`src/rtl/fic_sw_pkg.sv`:
```
// Shared types and slot-table field layout for the switch-lane TDM arbiter.
// Entry helpers keep the bit positions in one place.
package fic_sw_pkg;

    localparam int FLIT_W  = 169;
    localparam int ENTRY_W = 4;
    localparam int EN_BIT  = 3;
    localparam int OWN_LSB = 0;
    localparam int OWN_W   = 2;

    typedef enum logic [1:0] {
        IDLE  = 2'd0,
        RUN   = 2'd1,
        DRAIN = 2'd2
    } arb_state_e;

    function automatic logic entry_en(input logic [ENTRY_W-1:0] entry);
        return entry[EN_BIT];
    endfunction

    function automatic logic [OWN_W-1:0] entry_owner(input logic [ENTRY_W-1:0] entry);
        return entry[OWN_LSB +: OWN_W];
    endfunction

endpackage

```
`src/rtl/slot_timer.sv`:
```
// Cycle-within-slot and slot-index counters for the TDM schedule.
// The guard flag marks the last cycle of every slot.
module slot_timer #(
    parameter int SLOT_CYC = 16,
    parameter int NSLOT    = 16,
    parameter int CW       = $clog2(SLOT_CYC),
    parameter int SW       = $clog2(NSLOT)
) (
    input  logic          clk,
    input  logic          rst,
    input  logic          clr,
    input  logic          en,
    output logic [SW-1:0] slot_cnt,
    output logic          guard
);

    logic [CW-1:0] cyc_cnt_r;
    logic [SW-1:0] slot_cnt_r;

    // Slot counters: clear wins, then advance only while enabled.
    always_ff @(posedge clk) begin
        if (rst || clr) begin
            cyc_cnt_r  <= '0;
            slot_cnt_r <= '0;
        end else if (en) begin
            if (cyc_cnt_r == CW'(SLOT_CYC - 1)) begin
                cyc_cnt_r  <= '0;
                slot_cnt_r <= (slot_cnt_r == SW'(NSLOT - 1)) ? '0 : slot_cnt_r + 1'b1;
            end else begin
                cyc_cnt_r  <= cyc_cnt_r + 1'b1;
            end
        end else begin
            cyc_cnt_r  <= cyc_cnt_r;
            slot_cnt_r <= slot_cnt_r;
        end
    end

    assign slot_cnt = slot_cnt_r;
    assign guard    = (cyc_cnt_r == CW'(SLOT_CYC - 1));

endmodule

```
`src/rtl/sw_tdm_arbiter.sv`:
```
// Time-division arbiter multiplexing up to four stream producers onto one
// registered switch lane, following a 16-entry slot table latched at run start.
module sw_tdm_arbiter
    import fic_sw_pkg::*;
#(
    parameter int NREQ     = 4,
    parameter int DW       = FLIT_W,
    parameter int NSLOT    = 16,
    parameter int SLOT_CYC = 16
) (
    input  logic                       clk,
    input  logic                       ap_rst,
    input  logic                       ap_start,
    input  logic [NSLOT*ENTRY_W-1:0]   slotreg,
    input  logic [NREQ-1:0]            req_valid,
    input  logic [NREQ*DW-1:0]         req_data,
    output logic [NREQ-1:0]            req_ready,
    output logic                       out_valid,
    input  logic                       out_ready,
    output logic [DW-1:0]              out_data,
    output logic [3:0]                 cur_slot,
    output logic                       busy,
    output logic                       done,
    output logic                       startt_valid,
    output logic                       stopt_valid
);

    localparam int SW = $clog2(NSLOT);

    arb_state_e          state_r;
    arb_state_e          state_next_s;
    logic [ENTRY_W-1:0]  tbl_r [NSLOT];
    logic [SW-1:0]       slot_cnt_s;
    logic                guard_s;
    logic [ENTRY_W-1:0]  entry_s;
    logic [OWN_W-1:0]    owner_s;
    logic                en_s;
    logic                acc_s;
    logic                sel_valid_s;
    logic [DW-1:0]       sel_data_s;
    logic [NREQ-1:0]     req_ready_s;
    logic                xfer_s;
    logic                drain_exit_s;
    logic                out_valid_r;
    logic [DW-1:0]       out_data_r;
    logic                armed_r;
    logic                startt_r;

    slot_timer #(
        .SLOT_CYC (SLOT_CYC),
        .NSLOT    (NSLOT)
    ) u_slot_timer (
        .clk      (clk),
        .rst      (ap_rst),
        .clr      (state_r == IDLE),
        .en       (state_r == RUN),
        .slot_cnt (slot_cnt_s),
        .guard    (guard_s)
    );

    assign entry_s = tbl_r[slot_cnt_s];
    assign owner_s = entry_owner(entry_s);
    assign en_s    = entry_en(entry_s) && (int'(owner_s) < NREQ);
    // Reset suppresses the handshake so nothing is consumed in a reset cycle.
    assign acc_s   = !ap_rst && (state_r == RUN) && en_s && !guard_s
                     && (!out_valid_r || out_ready);

    // Owner select: ready only to the slot owner, and pick its valid/data.
    always_comb begin
        req_ready_s = '0;
        sel_valid_s = 1'b0;
        sel_data_s  = '0;
        for (int i = 0; i < NREQ; i++) begin
            if (owner_s == OWN_W'(i)) begin
                req_ready_s[i] = acc_s;
                sel_valid_s    = req_valid[i];
                sel_data_s     = req_data[i*DW +: DW];
            end else begin
                req_ready_s[i] = 1'b0;
            end
        end
    end

    assign xfer_s       = acc_s && sel_valid_s;
    assign drain_exit_s = (state_r == DRAIN) && (!out_valid_r || out_ready);

    // State register.
    always_ff @(posedge clk) begin
        if (ap_rst) begin
            state_r <= IDLE;
        end else begin
            state_r <= state_next_s;
        end
    end

    // Next-state logic; ap_start is ignored while draining.
    always_comb begin
        state_next_s = state_r;
        case (state_r)
            IDLE: begin
                if (ap_start) state_next_s = RUN;
                else          state_next_s = IDLE;
            end
            RUN: begin
                if (!ap_start) state_next_s = DRAIN;
                else           state_next_s = RUN;
            end
            DRAIN: begin
                if (drain_exit_s) state_next_s = IDLE;
                else              state_next_s = DRAIN;
            end
            default: state_next_s = IDLE;
        endcase
    end

    // Slot table snapshot taken only when a run starts.
    always_ff @(posedge clk) begin
        if (ap_rst) begin
            for (int s = 0; s < NSLOT; s++) tbl_r[s] <= '0;
        end else if ((state_r == IDLE) && ap_start) begin
            for (int s = 0; s < NSLOT; s++) tbl_r[s] <= slotreg[s*ENTRY_W +: ENTRY_W];
        end else begin
            for (int s = 0; s < NSLOT; s++) tbl_r[s] <= tbl_r[s];
        end
    end

    // One-entry output register; a stalled flit is held untouched.
    always_ff @(posedge clk) begin
        if (ap_rst) begin
            out_valid_r <= 1'b0;
            out_data_r  <= '0;
        end else if (xfer_s) begin
            out_valid_r <= 1'b1;
            out_data_r  <= sel_data_s;
        end else if (out_ready) begin
            out_valid_r <= 1'b0;
            out_data_r  <= out_data_r;
        end else begin
            out_valid_r <= out_valid_r;
            out_data_r  <= out_data_r;
        end
    end

    // Start marker: armed at run entry, fires after the first transfer.
    always_ff @(posedge clk) begin
        if (ap_rst) begin
            armed_r  <= 1'b0;
            startt_r <= 1'b0;
        end else begin
            startt_r <= xfer_s && armed_r;
            if ((state_r == IDLE) && ap_start) begin
                armed_r <= 1'b1;
            end else if (xfer_s) begin
                armed_r <= 1'b0;
            end else begin
                armed_r <= armed_r;
            end
        end
    end

    assign req_ready    = req_ready_s;
    assign out_valid    = out_valid_r;
    assign out_data     = out_data_r;
    assign cur_slot     = 4'(slot_cnt_s);
    assign busy         = (state_r != IDLE);
    assign done         = drain_exit_s;
    assign stopt_valid  = drain_exit_s;
    assign startt_valid = startt_r;

endmodule

```
`config.mk`:
```
export PLATFORM = sky130hd
export DESIGN_NAME = sw_tdm_arbiter
export DESIGN_NICKNAME = d
export VERILOG_FILES = /design/src/rtl/fic_sw_pkg.sv /design/src/rtl/slot_timer.sv /design/src/rtl/sw_tdm_arbiter.sv
export SDC_FILE = /design/constraint.sdc
export NUM_CORES = 1
export LEC_CHECK = 0
export BUFFER_PORTS_ARGS = -buffer_cell sky130_fd_sc_hd__buf_2
export CAP_MARGIN = 20
export CELL_PAD_IN_SITES_DETAIL_PLACEMENT = 2
export CELL_PAD_IN_SITES_GLOBAL_PLACEMENT = 2
export CORE_AREA = 2 2 365 367
export DETAILED_ROUTE_END_ITERATION = 10
export DIE_AREA = 0 0 367 369
export PLACE_DENSITY = 0.56
export SYNTH_ARGS = -nofsm -noshare
export SYNTH_HDL_FRONTEND = slang
export SYNTH_HIERARCHICAL = 1
export SYNTH_SLANG_ARGS = --single-unit
```
`constraint.sdc`:
```
create_clock -name clk -period 8.95 [get_ports clk]
set_input_delay 0.895 -clock clk [delete_from_list [all_inputs] [get_ports clk]]
set_output_delay 0.895 -clock clk [all_outputs]
set_load 0.01 [all_outputs]
```
==> results_dict.tcl <==
set metrics [dict create \
    gp_congestion 0.758 \
    synth_edf_count 30 \
    syn_area_mm2 0.0142 \
    synth-seq-cells 230 \
    dieArea_mm2 0.135 \
    vias_per_cell 3.90 \
    cp-start-kind "register" \
    ctsHtreeMaxLevel 2 \
    cpMaxStageDelayCell "dfxtp_1" \
    tightest_slew_ns 0.994 \
    drc_errors 0 \
    path_max_fanout 57 \
    synth.distinct_cells 41 \
    rows 133 \
    clock_path_buffers 3 \
    vdd_drop_max_mv 0.105 \
    drive_gt1_frac 0.490 \
    maxSlewViolCount 0 \
    wl_per_cell_um 21.3 \
    critical_path_buf_inv_count 2 \
    ys_async_sr_fraction 0 \
    first_pass_iters 4 \
    tns_ns 0 \
    die_h_um 369 \
    relSlewSlack 0.337 \
    arrival_ns 3.95 \
    post_cts_buffers 0 \
    antenna_found_initial 40 \
    end_kind "output port" \
    grt_pass1_vias 17300 \
    cpPeakStageDelay_ns 0.97 \
    wl_mm 88.1 \
    cts_tree "built" \
    avgSynthCellArea_um2 9.10 \
    p_leak_nw 9.21 \
    ant_nets 0 \
    cts_resized 0 \
    synthCells 1565 \
    grt_overflow_total 0 \
    fin_skew_ns 0.0302 \
    crit_chain "mux4_2 > mux4_4 > buf_4 > nand2_1 > nor2_1 > buf_2" \
    grt_pass1_wl_mm 124 \
    path_clk_slew_ns 0.06 \
    worstSetupPathType "register to output port" \
    start_util 0.109 \
    yosysSeqAreaShare 0.344 \
    regToRegSetupSlack_ns 4.36 \
    fin_crit_sh 0.541 \
    min_path_type "register to register" \
    nFillCells 15600 \
    io_pins 930 \
    rsz0062_at_grt "false" \
    io_buffers 913 \
    track_usage 0.124 \
    status "finished, final reports clean" \
    syn_nets 2315 \
    setup_violations 0 \
    cts.sinks 230 \
    grt_max_degree 136 \
    area_growth_syn_to_layout_pct 53.0 \
    required_ns 8.06 \
    fin_nets 3105 \
    clock-root-buffer "clkbuf_16" \
    fmax_ghz 0.206 \
    core_mm2 0.131 \
    synth_warnings 6 \
    yosysTopAreaCell "dfxtp_1" \
    insertion_delay_ns 0.58 \
    synthDominantCellAreaShare 0.281 \
    hold_viol_final 0 \
    power_mw 3.16 \
    dp.final_hpwl_mm 67.8 \
    first_iter_violations 592 \
    period_needed_ns 4.84 \
    powerDensity_mw_per_mm2 145 \
    dp_cells 4073 \
    synth_common_cells "200 x dfxtp_1, 178 x nand2_1, 176 x mux2i_1" \
    numCtsBuffers 35 \
    yosysMostFrequentCell "dfxtp_1" \
    ctsHoldBuffers 0 \
    dr_total_vias 16200 \
    critical_path.top_delay_family "multiplexers" \
    instances_no_fill 4143 \
    cap_violations 0 \
    synthFlopType "dfxtp_1" \
    fp.dieW_um 367 \
    netlist_top_cells_area "dfxtp_1 28%, mux2i_1 12%, mux2_2 12%" \
]
[worst reg2reg max path, cell delays in order (launching register included)]
cell	delay, ns
dfxtp_1	0.97
mux4_2	0.64
mux4_4	0.87
buf_4	0.48
buf_12	0.44
mux2i_1	0.59
nand2_1	0.21
o221ai_1	0.16
a21oi_1	0.10
[power by group]
group          internal [mW]  switching, mW
Clock                  0.906          0.590
Sequential              1.07         0.0110
Combinational          0.284          0.297
[cell usage in the layout (no fill, tap or decap), types with 7 or more instances in the layout]
master / instances
nand2_1: 178
buf_4: 12
buf_2: 912
clkbuf_1: 7
mux2i_1: 176
and2_1: 30
mux4_2: 13
clkbuf_8: 8
a21oi_1: 174
edfxtp_1: 30
nand3_1: 171
buf_12: 9
mux2_2: 153
mux2_1: 19
diode_2: 7
nor2_1: 12
clkbuf_16: 35
o221ai_1: 169
dfxtp_1: 200
a22o_1: 18
[final timing paths]
kind | start | endpoint | depth (start not counted)
max | u_slot_timer/slot_cnt[1] | req_ready[3] | 6
min | out_data[36] | out_data[36] | 2
max reg2reg | u_slot_timer/slot_cnt[1] | out_data[9] | 8
min reg2reg | out_data[36] | out_data[36] | 2
[metrics by stage]
stage | setup slack, ns | cell area [um2] | hold WS, ns | utilization
6_report | 4.11 | 21800 | 0.460 | 0.166
5_1_grt | 3.70 | 21800 | 0.481 | 0.166
4_1_cts | 3.90 | 21800 | 0.464 | 0.166
3_5_place_dp | 4.25 | 20600 | 0.456 | 0.157
3_3_place_gp | 4.28 | 20600 | 0.447 | 0.157
2_1_floorplan | 5.51 | 14200 | 0.429 | -
[logic make-up after synthesis]
kind of cell / synth area share
simple gates: 0.130
compound gates: 0.184
mux: 0.284
flops: 0.344
buf+inv: 0.0553
xor+xnor: 0.00123
fa+ha+maj: 0.00176
[final cells by class]
type                       instances  area [um2]  area share
clock inverter                    13         184     0.00844
multi-input combinational       1147        8600       0.395
clock buffer                      50        1010      0.0465
tap                             1755        2200       0.101
timing repair buffer             934        4850       0.222
inverter                           7        26.3     0.00121
antenna                            7        17.5    0.000804
sequential                       230        4900       0.225
[registers in the layout, summed over array words and instances (netlist names)]
name                    count
out_data                  169
tbl_r                      48
u_slot_timer/cyc_cnt_r      4
u_slot_timer/slot_cnt       4
state_r                     2
armed_r                     1
out_valid                   1
startt_valid                1
[routing by layer]
metal	share of wire	GRT usage	vias up	wire length (um)
li1	-	-	7494	-
met2	0.50	0.219	569	44300
met5	0.0011	0	-	101
met3	0.065	0.0341	127	5770
met4	0.024	0.0335	18	2150
met1	0.41	0.146	7955	35800
No activity file was read; power rests on OpenSTA's default activity.
